==> config.mk <==
export PLATFORM = sky130hd
export DESIGN_NAME = mac_tile_sched
export DESIGN_NICKNAME = d
export VERILOG_FILES = /design/src/rtl/mac_pkg.sv /design/src/rtl/mac_slot_cnt.sv /design/src/rtl/mac_tile_sched.sv
export SDC_FILE = /design/constraint.sdc
export NUM_CORES = 1
export LEC_CHECK = 0
export ABC_CLOCK_PERIOD_IN_PS = 2029
export BUFFER_PORTS_ARGS = -buffer_cell sky130_fd_sc_hd__buf_4
export CORE_AREA = 3 3 88 73
export DETAILED_ROUTE_END_ITERATION = 10
export DIE_AREA = 0 0 91 76
export HOLD_SLACK_MARGIN = 0.08
export PLACE_DENSITY_LB_ADDON = 0.3
export SYNTH_ARGS = -nofsm -noshare
export SYNTH_HDL_FRONTEND = slang
export SYNTH_SLANG_ARGS = --single-unit
==> constraint.sdc <==
create_clock -name CLK -period 2.03 [get_ports CLK]
set_input_delay 0.1015 -clock CLK [delete_from_list [all_inputs] [get_ports CLK]]
set_output_delay 0.1015 -clock CLK [all_outputs]
set_load 0.02 [all_outputs]
==> src/rtl/mac_pkg.sv <==
// Shared definitions for the MAC tile sequencer: dimension limits, FSM states, MNT field access.
`timescale 1ns/1ps
package mac_pkg;

  localparam int unsigned DIM_MAX = 8;
  localparam int unsigned TILE    = 4;

  typedef enum logic [2:0] {
    S_IDLE,
    S_CHECK,
    S_LOAD,
    S_STREAM,
    S_DRAIN,
    S_WRITE,
    S_FIN,
    S_ERR
  } state_t;

  function automatic logic [3:0] mnt_m(input logic [11:0] v);
    return v[11:8];
  endfunction

  function automatic logic [3:0] mnt_n(input logic [11:0] v);
    return v[7:4];
  endfunction

  function automatic logic [3:0] mnt_t(input logic [11:0] v);
    return v[3:0];
  endfunction

  function automatic logic dim_ok(input logic [3:0] d);
    return (d != 4'd0) && (d <= 4'(DIM_MAX));
  endfunction

endpackage

==> src/rtl/mac_slot_cnt.sv <==
// 2-bit slot counter k with terminal-count flag, shared by the LOAD, STREAM and WRITE phases.
`timescale 1ns/1ps
module mac_slot_cnt (
  input  logic       CLK,
  input  logic       RSTN,
  input  logic       i_clr,
  input  logic       i_en,
  output logic [1:0] o_k,
  output logic       o_tc
);

  logic [1:0] r_k;

  always_ff @(posedge CLK or negedge RSTN) begin
    if (!RSTN)      r_k <= '0;
    else if (i_clr) r_k <= '0;
    else if (i_en)  r_k <= r_k + 2'd1;
  end

  assign o_k  = r_k;
  assign o_tc = (r_k == 2'd3);

endmodule

==> src/rtl/mac_tile_sched.sv <==
// Job sequencer for the 4x4 MAC array: tiles O = I * W^T, drives buffer reads/writes and datapath strobes.
// Optional build macro PERF_CNT_EN adds the CYC_CNT busy-cycle counter port.
`timescale 1ns/1ps
module mac_tile_sched #(
  parameter int unsigned PIPE_LAT = 4
) (
  input  logic        CLK,
  input  logic        RSTN,
  input  logic [11:0] MNT,
  input  logic        START,
  output logic        BUSY,
  output logic        DONE,
  output logic        ERR,
  output logic        EN_I,
  output logic [2:0]  ADDR_I,
  output logic        EN_W,
  output logic [2:0]  ADDR_W,
  output logic        EN_O,
  output logic        RW_O,
  output logic [3:0]  ADDR_O,
  output logic [63:0] WDATA_O,
  output logic [3:0]  DP_KLEN,
  output logic        DP_W_LD,
  output logic        DP_W_ZERO,
  output logic        DP_I_VLD,
  output logic        DP_ACC_CLR,
  output logic [1:0]  DP_IDX,
  output logic [1:0]  DP_RSEL,
`ifdef PERF_CNT_EN
  output logic [15:0] CYC_CNT,
`endif
  input  logic [63:0] DP_RESULT
);

  import mac_pkg::*;

  localparam int unsigned DW = $clog2(PIPE_LAT + 2);

  state_t         r_state, w_next;
  logic [3:0]     r_m, r_n, r_t, r_klen;
  logic           r_tr, r_tc;
  logic [DW-1:0]  r_drain;
  logic           r_w_ld, r_w_zero, r_i_vld;
  logic [1:0]     r_idx;
  logic [1:0]     w_k;
  logic           w_k_tc;
  logic [2:0]     w_wrow, w_irow;
  logic           w_w_in, w_i_in, w_legal, w_last_r, w_last_c, w_last;

  mac_slot_cnt u_slot (
    .CLK  (CLK),
    .RSTN (RSTN),
    .i_clr(r_state == S_IDLE),
    .i_en ((r_state == S_LOAD) || (r_state == S_STREAM) || (r_state == S_WRITE)),
    .o_k  (w_k),
    .o_tc (w_k_tc)
  );

  assign w_wrow   = {r_tc, w_k};
  assign w_irow   = {r_tr, w_k};
  assign w_w_in   = {1'b0, w_wrow} < r_m;
  assign w_i_in   = {1'b0, w_irow} < r_t;
  assign w_legal  = dim_ok(r_m) && dim_ok(r_n) && dim_ok(r_t);
  // Tile (tr,tc) is the last in its row/column when 4*(idx+1) reaches the dimension.
  assign w_last_r = (r_tr ? 4'd8 : 4'd4) >= r_t;
  assign w_last_c = (r_tc ? 4'd8 : 4'd4) >= r_m;
  assign w_last   = w_last_r && w_last_c;

  always_ff @(posedge CLK or negedge RSTN) begin
    if (!RSTN) r_state <= S_IDLE;
    else       r_state <= w_next;
  end

  always_comb begin
    w_next = r_state;
    case (r_state)
      S_IDLE:   if (START) w_next = S_CHECK;
      S_CHECK:  w_next = w_legal ? S_LOAD : S_ERR;
      S_LOAD:   if (w_k_tc) w_next = S_STREAM;
      S_STREAM: if (w_k_tc) w_next = S_DRAIN;
      S_DRAIN:  if (r_drain == '0) w_next = S_WRITE;
      S_WRITE:  if (w_k_tc) w_next = w_last ? S_FIN : S_LOAD;
      S_FIN:    w_next = S_IDLE;
      S_ERR:    w_next = S_IDLE;
      default:  w_next = S_IDLE;
    endcase
  end

  always_ff @(posedge CLK or negedge RSTN) begin
    if (!RSTN) begin
      r_m      <= '0;
      r_n      <= '0;
      r_t      <= '0;
      r_klen   <= '0;
      r_tr     <= 1'b0;
      r_tc     <= 1'b0;
      r_drain  <= '0;
      r_w_ld   <= 1'b0;
      r_w_zero <= 1'b0;
      r_i_vld  <= 1'b0;
      r_idx    <= '0;
    end else begin
      if (r_state == S_IDLE && START) begin
        r_m <= mnt_m(MNT);
        r_n <= mnt_n(MNT);
        r_t <= mnt_t(MNT);
      end
      if (r_state == S_CHECK && w_legal) begin
        r_klen <= r_n;
        r_tr   <= 1'b0;
        r_tc   <= 1'b0;
      end
      if (r_state == S_STREAM && w_k_tc) r_drain <= DW'(PIPE_LAT);
      else if (r_state == S_DRAIN && r_drain != '0) r_drain <= r_drain - DW'(1);
      if (r_state == S_WRITE && w_k_tc && !w_last) begin
        if (w_last_c) begin
          r_tc <= 1'b0;
          r_tr <= ~r_tr;
        end else begin
          r_tc <= 1'b1;
        end
      end
      // Buffer reads return one cycle later, so datapath strobes are the issue slots delayed by one.
      r_w_ld   <= (r_state == S_LOAD);
      r_w_zero <= (r_state == S_LOAD) && !w_w_in;
      r_i_vld  <= (r_state == S_STREAM) && w_i_in;
      r_idx    <= ((r_state == S_LOAD) || (r_state == S_STREAM)) ? w_k : 2'd0;
    end
  end

  always_comb begin
    BUSY       = (r_state != S_IDLE);
    DONE       = 1'b0;
    ERR        = 1'b0;
    EN_I       = 1'b0;
    ADDR_I     = '0;
    EN_W       = 1'b0;
    ADDR_W     = '0;
    EN_O       = 1'b0;
    RW_O       = 1'b0;
    ADDR_O     = '0;
    DP_ACC_CLR = 1'b0;
    DP_RSEL    = '0;
    case (r_state)
      S_LOAD: begin
        DP_ACC_CLR = (w_k == 2'd0);
        EN_W       = w_w_in;
        ADDR_W     = w_w_in ? w_wrow : 3'd0;
      end
      S_STREAM: begin
        EN_I   = w_i_in;
        ADDR_I = w_i_in ? w_irow : 3'd0;
      end
      S_WRITE: begin
        DP_RSEL = w_k;
        EN_O    = w_i_in;
        RW_O    = w_i_in;
        ADDR_O  = w_i_in ? {w_irow, r_tc} : 4'd0;
      end
      S_FIN:   DONE = 1'b1;
      S_ERR:   ERR  = 1'b1;
      default: ;
    endcase
  end

  assign WDATA_O   = DP_RESULT;
  assign DP_KLEN   = r_klen;
  assign DP_W_LD   = r_w_ld;
  assign DP_W_ZERO = r_w_zero;
  assign DP_I_VLD  = r_i_vld;
  assign DP_IDX    = r_idx;

`ifdef PERF_CNT_EN
  logic [15:0] r_cyc;

  always_ff @(posedge CLK or negedge RSTN) begin
    if (!RSTN)                                r_cyc <= '0;
    else if (r_state == S_IDLE && START)      r_cyc <= '0;
    else if (r_state != S_IDLE && r_cyc != '1) r_cyc <= r_cyc + 16'd1;
  end

  assign CYC_CNT = r_cyc;
`endif

endmodule
After elaboration in Yosys (flattened, before gate mapping)
Cells that the tools add are included.
{"block": "op_classes", "n_addsub": 2, "order_cmp": 7, "n_eq_ne": 13, "mux": 34, "n_bitwise": 1, "reduce_logical": 31}
{"op": "3-bit two-way mux", "n": 13}
{"op": "3-bit one-hot mux with 7 select lines", "n": 1}
{"op": "4-bit two-way mux", "n": 4}
{"op": "1-bit logical AND", "n": 14}
{"op": "3-bit equality test, second input constant", "n": 4}
{"op": "4-bit less-or-equal comparator, second input constant", "n": 3}
{"op": "1-bit two-way mux", "n": 12}
{"op": "4-bit nonzero test", "n": 3}
{"op": "2-bit inequality test, second input constant", "n": 5}
{"op": "4-bit greater-or-equal comparator", "n": 2}
{"op": "3-bit by 4-bit less-than comparator with 1-bit output", "n": 2}
{"op": "2-bit two-way mux", "n": 4}
{"op": "3-bit by 2-bit equality test with 1-bit output, second input constant", "n": 2}
{"op": "3-bit zero test", "n": 2}
{"op": "2-bit nonzero test", "n": 3}
{"op": "3-bit nonzero test", "n": 2}
{"op": "5-bit AND reduction", "n": 1}
{"op": "3-bit by 1-bit equality test with 1-bit output, second input constant", "n": 1}
{"op": "3-bit by 1-bit subtractor with 3-bit output, second input constant", "n": 1}
{"op": "2-bit by 1-bit adder with 2-bit output, second input constant", "n": 1}
{"op": "2-bit equality test, second input constant", "n": 1}
{"op": "1-bit zero test", "n": 2}
{"op": "2-bit zero test", "n": 1}
{"op": "1-bit logical OR", "n": 2}
{"op": "2 further kinds", "n": 2}
{"block": "word_totals", "regBits": 31, "inputBits": 79, "out_inout_bits": 93, "wordCells": 101}

Longest topological paths before layout
Gate-level depths: netlist (run 1).
{"block": "logic_depth", "depth_word": 8, "mapped_depth": 7, "mapped_depth_nobuf": 7}

By module
Synthesis (run 1) repeated with hierarchy kept, for this count alone.
{"block": "unflattened", "hier_cells": 243, "hier_area_um2": 2248.4}
{"mod": "mac_tile_sched", "n_inst": 1, "cells_each": 236, "area_each_um2": 2159.6, "seq_area_each_um2": 725.7}
{"mod": "mac_slot_cnt", "n_inst": 1, "cells_each": 7, "area_each_um2": 88.8, "seq_area_each_um2": 50.0}

Least setup slack after synthesis (run 1)
No wires, ideal clock.
{"block": "synth_timing", "path_kind": "register to output", "startpoint": "register r_t[1]", "endpoint": "output RW_O", "arrival_time_ps": 1647, "required_time_ps": 1929, "slack_ps": 281, "stages_incl_launch_ff": 7, "n_path_buf": 1, "cell_sequence": "dfrtp_1 -> inv_1 -> ha_1 -> a21oi_1 -> o21bai_1 -> a21oi_1 -> buf_4"}
{"block": "synth_between", "elab_chain_len": 2}
{"element": "start: declaration", "line_no": "mac_tile_sched.sv:40", "text": "logic [3:0] r_m, r_n, r_t, r_klen;"}
{"element": "start signal: assignment", "line_no": "mac_tile_sched.sv:106", "text": "r_t <= mnt_t(MNT);"}
{"element": "3-bit by 4-bit less-than comparator with 1-bit output", "line_no": "mac_tile_sched.sv:62", "text": "assign w_i_in = {1'b0, w_irow} < r_t;"}
{"element": "1-bit two-way mux"}
{"element": "end: declaration", "line_no": "mac_tile_sched.sv:19", "text": "output logic RW_O,"}
No other way between the ends.

Worst setup path in the final report (run 1)
{"block": "layout_timing", "startpoint": "register r_t[1]", "endpoint": "output ADDR_O[3]"}
{"block": "layout_between", "elab_chain_len": 3}
{"element": "3-bit by 4-bit less-than comparator with 1-bit output", "line_no": "mac_tile_sched.sv:62"}
{"element": "4-bit two-way mux", "line_no": "mac_tile_sched.sv:158", "text": "ADDR_O = w_i_in ? {w_irow, r_tc} : 4'd0;"}
{"element": "4-bit two-way mux", "line_no": "mac_tile_sched.sv:144", "text": "case (r_state)"}
{"element": "end: declaration", "line_no": "mac_tile_sched.sv:20", "text": "output logic [3:0] ADDR_O,"}
No other way between the ends.

==> results.toml, run 1 <==
[global_routing]
grt_pass1_vias = 1617
antenna_found_initial = 0
grtUsageTotal_pct = 14.7
grt_pass1_wl_um = 8200
grt_max_degree = 32
overflow = 0

[final_layout]
antenna_cells_inserted = 0
area_growth_pct = 10.7
nNetsFinal = 332
fin_util_pct = 45.9
drive_gt1_share_pct = 35.5
final_cell_mix = "buf_4, dfrtp_1, nand2_1"
final_common_cell = "buf_4"
final_cells = 320

[power]
ir_worst_vdd_mv = 0.615
p_leak_nw = 1.18
power_density_nw_per_um2 = 1620

[drt]
drc = 0
num_vias = 1606
drt-initial-drc-count = 84
finalWirelength_um = 4900
viasPerCell = 5.02
drtAntennaViolNets = 0
post_drt_wl_per_cell_um = 15.3
dr.pass1.iters = 4

[floorplanning]
io_pins = 172
fp.dieH_um = 76
start_util_pct = 41.4
core_um2 = 5530
die-width_um = 91
rows = 24
dieArea_um2 = 6920

[synthesis]
synth_seq_area_share_pct = 33.9
yosys.area_share.simple_pct = 13.9
synth_xor_area_share_pct = 0.765
syn_nets = 335
synth-seq-cells = 31
syn_area_per_cell_um2 = 9.38
synthAdderAreaFrac_pct = 6.56
syn_inst = 244
synth_area_um2 = 2290
yosys.cell_types.count = 41
synth_warnings = 0
synth_compound_area_share_pct = 12.0
synthMuxAreaShare_pct = 7.33
synth_top_family_by_area = "buffers and inverters"

[timing]
max-slew-margin-rel_pct = 67.5
tns_ns = 0
final.min_clock_period_ns = 1.92
rsz0062_at_grt = "no"
drv_slew = 0
finalClockSkew_ns = 0.00790
hold_violations = 0
min_period_over_period_pct = 94.6
worst_pin_slew_ns = 0.483
setup_viol = 0
fmax_ghz = 0.521

[critical_path]
max_stage_delay_ns = 0.40
critical_path.top_delay_family = "compound AO/OA/AOI/OAI gates"
critical_path.endpoint_type = "output port"
crit_start = "r_t[1]"
path_cells = "inv_1 > ha_1 > a21oi_2 > o21bai_4 > a211oi_1 > buf_4"
critical_path_class = "flop to output port"
required_ns = 1.93
worst-path-buf-inv = 2
critPathSlowestCell = "dfrtp_1"
timing.rr.start = "r_m[3]"
cp_max_fo = 9
crit_path_start_kind = "flop"
arrival_ns = 1.82

[flow_run]
cap_violations = 0

[placed_design]
placedCellCount = 299
placement.io_buffers = 43
place_hpwl_um = 3670
place.gp.congestion = 0.870

[cts]
postCtsSetupRepairBufs = 0
cts_sinks = 31
cts_buffers = 5
cts.htree.levels = 2
tritoncts = "built"
clockBufferDepth = 2
clkLatencyLatePin_ns = 0.28
cts_root_buffer = "clkbuf_8"
clk_pin_slew_ns = 0.07

[status]
status = "completed"

[worst_hold_path]
min_path_type = "input pin to output port"
hold_start = "DP_RESULT[17]"
==> kinds of logic (layout without fill, tap and decap cells) <==
logic type	Yosys count	count (layout)
buffers and inverters	89	87
and+or+nand+nor	53	53
AOI/OAI and AO/OA	43	43
DFF	31	31
muxes	14	14
adders and majority gates	12	12
xor gates and xnor gates	2	2
==> sequential cells by signal, summed over array words and instances, names as in the netlist <==
signal / flops
DP_KLEN: 4
r_tc: 1
u_slot.o_k: 2
r_m: 4
r_t: 4
DP_I_VLD: 1
r_tr: 1
DP_W_LD: 1
r_state: 3
r_drain: 3
DP_W_ZERO: 1
r_n: 4
DP_IDX: 2
==> through the flow <==
step                instance area, um^2  hold WS (ns)  power, mW  worst slack [ns]
finish                             2530         0.203       4.12             0.110
global route                       2530         0.203       4.46            0.0148
CTS                                2480         0.203       4.02            0.0114
detailed placement                 2230        0.0679       3.32             0.228
global placement                   2230        0.0655       3.28             0.205
floorplan                          2290        -0.194       2.82             0.281
==> path summary, 6_finish.rpt <==
check | cells after the start | end | slack [ns]
worst max-delay path | 6 | ADDR_O[3] | 0.11
worst min-delay path | 0 | WDATA_O[17] | 0.20
worst max register to register | 6 | r_tr | 0.29
worst min register to register | 1 | DP_KLEN[3] | 0.52
max in group asynchronous | 2 | r_state[1] | 1.40
min in group asynchronous | 2 | DP_KLEN[0] | 0.30
==> routing by layer <==
metal | global-route usage (%) | vias to the layer above | part of all wire (%)
li1 | - | 765 | -
met1 | 20.6 | 745 | 47
met2 | 20.1 | 77 | 42
met3 | 4.94 | 19 | 8.1
met4 | 7.08 | 0 | 3.2
met5 | 0 | - | 0
==> power breakdown <==
group / leakage, nW / switching, mW / internal [mW] / total [mW]
logic: 0.738 / 1.29 / 0.991 / 2.28
clock network: 0.0612 / 0.242 / 0.397 / 0.640
registers: 0.383 / 0.283 / 0.913 / 1.20
==> cell usage after synthesis <==
library cell / number / area (um^2)
mux2_4: 4 / 60.1
o21ai_0: 13 / 65.1
or3_4: 1 / 11.3
or2_2: 1 / 6.26
nand4_2: 2 / 25.0
buf_4: 66 / 495
mux2_2: 6 / 67.6
o32ai_1: 1 / 8.76
clkbuf_1: 3 / 11.3
nor2_4: 1 / 11.3
nor2_1: 7 / 26.3
nor2b_1: 2 / 12.5
nand2b_1: 4 / 25.0
nor2_8: 1 / 20.0
a31oi_1: 1 / 6.26
nor3b_1: 1 / 7.51
xor2_1: 1 / 8.76
a21oi_1: 8 / 40.0
or4_1: 3 / 22.5
a211oi_1: 11 / 82.6
dfrtp_1: 31 / 776
ha_1: 12 / 150
and3_1: 3 / 18.8
inv_1: 16 / 60.1
or3_1: 1 / 6.26
buf_2: 3 / 15.0
o21bai_1: 2 / 15.0
xnor2_1: 1 / 8.76
nor4_1: 1 / 6.26
o221ai_1: 2 / 17.5
nor3_2: 1 / 10.0
mux2i_1: 4 / 40.0
nor3_1: 3 / 15.0
o31ai_1: 4 / 30.0
nand4b_1: 1 / 8.76
and2_1: 1 / 6.26
a221oi_1: 1 / 8.76
nor4bb_1: 1 / 10.0
clkinv_1: 1 / 3.75
nand2_1: 17 / 63.8
nand3_1: 1 / 5.00
==> worst register-to-register path, cell delays in order, from the launching register on <==
cell and delay, ns:
dfrtp_1 0.38, inv_1 0.14, ha_1 0.33, nand2_1 0.06, o31ai_1 0.42, nand2_1 0.13, mux2i_1 0.15
==> what timing repair did <==
| action | 4_1_cts | 5_1_grt |
|---|---|---|
| hold buffers | 13 | 0 |
| setup endpoints to repair | 9 | 10 |
| pin swaps | 0 | 0 |
| gates resized for setup | 2 | 11 |
| hold endpoints to repair | 43 | 0 |
==> final cells by class <==
| type | instances | area [um^2] |
|---|---|---|
| fillers | 546 | 2990 |
| multi-input cells | 124 | 978 |
| flip-flops and latches | 31 | 778 |
| repair buffers | 62 | 498 |
| well taps | 78 | 97.6 |
| clock buffers | 6 | 82.6 |
| inverters | 17 | 63.8 |
| clock inverters | 2 | 35.0 |
Note: power is estimated with default switching activity, not from simulation.
==> inputs of run 2 (changes only) <==
--- a/config.mk
+++ b/config.mk
@@ -7,10 +7,12 @@
 export LEC_CHECK = 0
 export ABC_CLOCK_PERIOD_IN_PS = 2029
 export BUFFER_PORTS_ARGS = -buffer_cell sky130_fd_sc_hd__buf_4
-export CORE_AREA = 3 3 88 73
+export CELL_PAD_IN_SITES_DETAIL_PLACEMENT = 1
+export CELL_PAD_IN_SITES_GLOBAL_PLACEMENT = 1
+export CORE_AREA = 3 3 106 87
 export DETAILED_ROUTE_END_ITERATION = 10
-export DIE_AREA = 0 0 91 76
-export HOLD_SLACK_MARGIN = 0.08
+export DIE_AREA = 0 0 109 90
+export HOLD_SLACK_MARGIN = 0.05
 export PLACE_DENSITY_LB_ADDON = 0.3
 export SYNTH_ARGS = -nofsm -noshare
 export SYNTH_HDL_FRONTEND = slang
==> run 2 against run 1 <==
Non-clock buffer count rose by 3. First-iteration DRC count up 30%. Cell count is 10% higher. Sequential share of layout area shrank 0.36 points. Critical path depth shrank 1. Combinational power up 2%. Sequential cell count stayed put. Final area up 1.3%.
==> results.toml, run 2 (synthesis results as in run 1) <==
[cts]
clk_pin_slew_ns = 0.07
cts_root_buffer = "clkbuf_8"
tritoncts = "built"
clockBufferDepth = 2
clkLatencyLatePin_ns = 0.29
cts_sinks = 31
cts.htree.levels = 2
cts_buffers = 5

[power]
swShare_pct = 45.1
seq_power_share_pct = 29.3
p_switching_mw = 1.84
p_leak_nw = 1.18
pwr-share-comb_pct = 56.9
ir_worst_vdd_mv = 0.395
p_int_mw = 2.24
power_density_nw_per_um2 = 1590
p_clk_share_pct = 13.7

[floorplanning]
fp.dieH_um = 90
rows = 29
io_pins = 172
core_um2 = 8090
start_util_pct = 28.3
die-width_um = 109
dieArea_um2 = 9810

[timing]
finalClockSkew_ns = 0.00501
min_period_over_period_pct = 93.6
hold_violations = 0
whs_ns = 0.203
worst_pin_slew_ns = 0.459
tns_ns = 0
max-slew-margin-rel_pct = 69.1
setup_viol = 0
fmax_ghz = 0.526
final.min_clock_period_ns = 1.90
rsz0062_at_grt = "no"
drv_slew = 0

[drt]
num_vias = 1610
finalWirelength_um = 5260
drtAntennaViolNets = 0
drc = 0
dr.pass1.iters = 4
post_drt_wl_per_cell_um = 14.9
viasPerCell = 4.56
drt-initial-drc-count = 109

[placed_design]
place.gp.congestion = 0.763
placement.io_buffers = 43
placedCellCount = 330
placed_cell_area_um2 = 2280
place_hpwl_um = 3960

[final_layout]
nNetsFinal = 335
multi_input_area_um2 = 965
fin_util_pct = 31.7
register_area_um2 = 779
final_area_um2 = 2570
final_cells = 353
fillerInstances = 916
final_common_cell = "buf_4"
drive_gt1_share_pct = 35.5
final_cell_mix = "buf_4, dfrtp_1, nand2_1"
area_growth_pct = 12.2
antenna_cells_inserted = 0

[critical_path]
cp_max_fo = 5
arrival_ns = 1.80
critical_path.endpoint_type = "output port"
required_ns = 1.93
crit_path_start_kind = "flop"
critical_path_class = "flop to output port"

[global_routing]
grtUsageTotal_pct = 11.2
grt_pass1_vias = 1684
grt_max_degree = 32
overflow = 0
grt_pass1_wl_um = 8600
antenna_found_initial = 0

[worst_hold_path]
min_path_type = "input pin to output port"

[flow_run]
cap_violations = 0

[status]
status = "completed"
## run 2: cell types whose count changed in the layout (fill, tap and decap cells not counted), sizes merged
| cell | before | now |
|---|---|---|
| buf | 49 | 52 |
| bufinv | 1 | 0 |
| clkbuf | 6 | 7 |
| clkinv | 2 | 1 |
| clkinvlp | 0 | 1 |
## run 2: cell type report
type | instances | share of cell area (%)
multi-input cells | 124 | 37.6
clock buffers | 7 | 3.75
repair buffers | 65 | 20.3
inverters | 17 | 2.49
well taps | 108 | 5.26
flip-flops and latches | 31 | 30.4
clock inverters | 1 | 0.292
## run 2: power groups by stage
stage,Clock (mW),Sequential (mW),Combinational (mW)
floorplan,0,1.17,1.64
detailed placement,0,1.23,2.17
finish,0.561,1.20,2.33
CTS,0.586,1.22,2.22
global route,0.607,1.26,2.63
global placement,0,1.22,2.14
## run 2: routing by layer
layer | routed length, um | global-route usage, %
met5 | 0 | 0
met4 | 103 | 5.15
met3 | 464 | 4.51
met1 | 2540 | 15.3
met2 | 2150 | 15.2
## run 2: worst paths after layout
path	startpoint	slack, ns	cells past startpoint	end
max in group asynchronous	RSTN	1.41	2	r_state[2]
min in group asynchronous	RSTN	0.30	2	DP_KLEN[3]
worst max-delay path	u_slot.o_k[1]	0.13	5	ADDR_W[2]
worst max register to register	r_tr	0.27	5	r_tc
worst min register to register	DP_KLEN[1]	0.52	1	DP_KLEN[1]
worst min-delay path	DP_RESULT[29]	0.20	0	WDATA_O[29]
## run 2: metrics by stage
step / total power [mW] / worst slack [ns]
floorplan: 2.82 / 0.281
global placement: 3.36 / 0.137
detailed placement: 3.40 / 0.157
CTS: 4.03 / 0.0177
global route: 4.49 / 0.00327
finish: 4.09 / 0.129
## run 2: critical path: stages (launching register included)
cell and delay (ns):
dfrtp_1 0.45, ha_1 0.30, a21oi_1 0.18, o21bai_2 0.13, a211oi_1 0.27, buf_4 0.19
## run 2: timing repair
action	4_1_cts	5_1_grt
hold buffers	13	0
gates resized for setup	3	8
hold endpoints to repair	43	0
buffers inserted	0	2
cloned	0	0
endpoints found under the setup margin	14	13
==> inputs of run 3 (changes only) <==
==> constraint.sdc (replaced) <==
create_clock -name CLK -period 2.03 [get_ports CLK]
set_input_delay 0.1015 -clock CLK [delete_from_list [all_inputs] [get_ports CLK]]
set_output_delay 0.1015 -clock CLK [all_outputs]
set_load 0.1 [all_outputs]
==> run 3 against run 2 <==
Core utilization grew 3.6 points. Via count rose by 2.7%. Non-clock buffer count increased by 3. Cell count increased by 1.1%. Sequential share of layout area down 3.1 points. Maximum frequency down 4.2%. Largest cell class unchanged.
==> results.toml, run 3 (synthesis results as in run 1) <==
[placed_design]
place.gp.congestion = 0.763
place_worst_setup_slack_ns = 0.139
place_hpwl_um = 4150
placement.io_buffers = 43

[status]
status = "completed"

[cts]
cts_sinks = 31
clockBufferDepth = 2
clk_pin_slew_ns = 0.08
cts_root_buffer = "clkbuf_8"
cts.htree.levels = 2
clkLatencyLatePin_ns = 0.29
cts_buffers = 5
tritoncts = "built"

[critical_path]
arrival_ns = 1.88
crit_path_start_kind = "flop"
timing.rr.start = "r_t[2]"
reg2reg_to = "r_tr"
worst_r2r_path_depth = 6
worst-path-buf-inv = 1
critical_path.top_delay_family = "compound AO/OA/AOI/OAI gates"
path_cells = "ha_4 > a21oi_4 > o21bai_4 > a211oi_4 > buf_12"
r2r_slack_ns = 0.24
required_ns = 1.93
critical_path.endpoint_type = "output port"
critical_path_class = "flop to output port"
critPathSlowestCell = "dfrtp_2"
max_stage_delay_ns = 0.46
cp_max_fo = 5

[final_layout]
drive_gt1_share_pct = 45.8
area_growth_pct = 24.8
fillerInstances = 888
nNetsFinal = 339
antenna_cells_inserted = 0
final_cell_mix = "buf_4, dfrtp_1, nand2_1"
final_common_cell = "buf_4"

[power]
p_clk_share_pct = 9.9
p_int_mw = 2.53
seq_power_share_pct = 20.7
p_leak_nw = 1.24
pwr-share-comb_pct = 69.4
power_density_nw_per_um2 = 2020
p_switching_mw = 3.25
swShare_pct = 56.2
p_total_mw = 5.78
ir_worst_vdd_mv = 1.09

[timing]
max-slew-margin-rel_pct = 71.9
setup_viol = 0
fmax_ghz = 0.504
rsz0062_at_grt = "yes"
min_period_over_period_pct = 97.8
setup_ws_ns = 0.0457
final.min_clock_period_ns = 1.98
drv_slew = 0
worst_pin_slew_ns = 0.416
tns_ns = 0
hold_violations = 0
finalClockSkew_ns = 0.0101

[drt]
drt-initial-drc-count = 53
finalWirelength_um = 5740
num_vias = 1654
drtAntennaViolNets = 0
dr.pass1.iters = 4
viasPerCell = 4.63
post_drt_wl_per_cell_um = 16.1
drc = 0

[floorplanning]
rows = 29
core_um2 = 8090
fp.dieH_um = 90
die-width_um = 109
dieArea_um2 = 9810
start_util_pct = 28.3
io_pins = 172

[worst_hold_path]
min_path_cells = 3
min_to = "r_t[1]"
min_path_type = "input pin to flop"
hold_start = "MNT[1]"

[global_routing]
grt_pass1_wl_um = 9370
grtUsageTotal_pct = 12.2
grt_pass1_vias = 1781
antenna_found_initial = 0
grt_max_degree = 32
overflow = 0

[flow_run]
cap_violations = 0
## run 3: changes by cell type in the layout (fill, tap and decap cells not counted), sizes merged
cell / change
dlygate4sd3: -1
o21bai: +1
buf: +4
## run 3: how the worst max path moves through the flow
stage,cells past startpoint,slack [ns],startpoint,endpoint
4_1_cts,6,0.02,r_m[1],ADDR_W[0]
3_5_place_dp,5,0.14,u_slot.o_k[1],ADDR_O[0]
5_1_grt,6,-0.03,r_t[1],ADDR_O[0]
2_1_floorplan,5,-0.37,r_m[1],ADDR_W[0]
6_report,5,0.05,u_slot.o_k[1],ADDR_O[0]
3_3_place_gp,5,0.19,u_slot.o_k[1],ADDR_O[0]
## run 3: area by class of cell
cell class	count	area, um^2	area share, %
sequential	31	779	27.3
multi-input combinational	125	1170	41.0
clock inverter	1	7.51	0.263
tap	108	135	4.73
inverter	17	63.8	2.23
clock buffer	7	96.3	3.37
timing repair buffer	68	603	21.1
## run 3: what timing repair did
action	in CTS	in global routing
hold buffers	12	0
endpoints found under the setup margin	14	15
gates resized for setup	23	13
gates cloned	1	0
pin swaps	6	7
endpoints found under the hold margin	42	0
setup buffers	2	0
## run 3: metal layers
layer / part of all wire [%] / track usage, % / vias to the layer above
met5: 0 / 0 / -
li1: - / - / 773
met1: 48 / 17.2 / 801
met4: 1.3 / 4.52 / 0
met2: 44 / 16.8 / 66
met3: 7.3 / 4.30 / 14
## run 3: metrics by stage
| stage | instances | hold slack, ns | cell area (um^2) | util [%] |
|---|---|---|---|---|
| 3_5_place_dp | 334 | 0.0788 | 2450 | 30.3 |
| 3_3_place_gp | 334 | 0.0777 | 2450 | 30.3 |
| 2_1_floorplan | 244 | -0.194 | 2450 | - |
| 4_1_cts | 357 | 0.0527 | 2800 | 34.6 |
| 6_report | 357 | 0.0450 | 2860 | 35.3 |
| 5_1_grt | 357 | 0.0617 | 2860 | 35.3 |
## run 3: power groups by stage
stage / registers [mW] / logic, mW / clock network, mW
2_1_floorplan: 1.58 / 3.05 / 0
3_3_place_gp: 1.17 / 3.60 / 0
3_5_place_dp: 1.19 / 3.65 / 0
4_1_cts: 1.17 / 3.93 / 0.596
5_1_grt: 1.24 / 4.31 / 0.623
6_report: 1.19 / 4.01 / 0.574
## run 3: worst register-to-register path: stages (launching register included)
cell and delay [ns]:
dfrtp_1 0.38, inv_1 0.08, ha_2 0.39, nor4bb_1 0.44, nor3b_1 0.13, nand2_1 0.11
mux2i_1 0.19
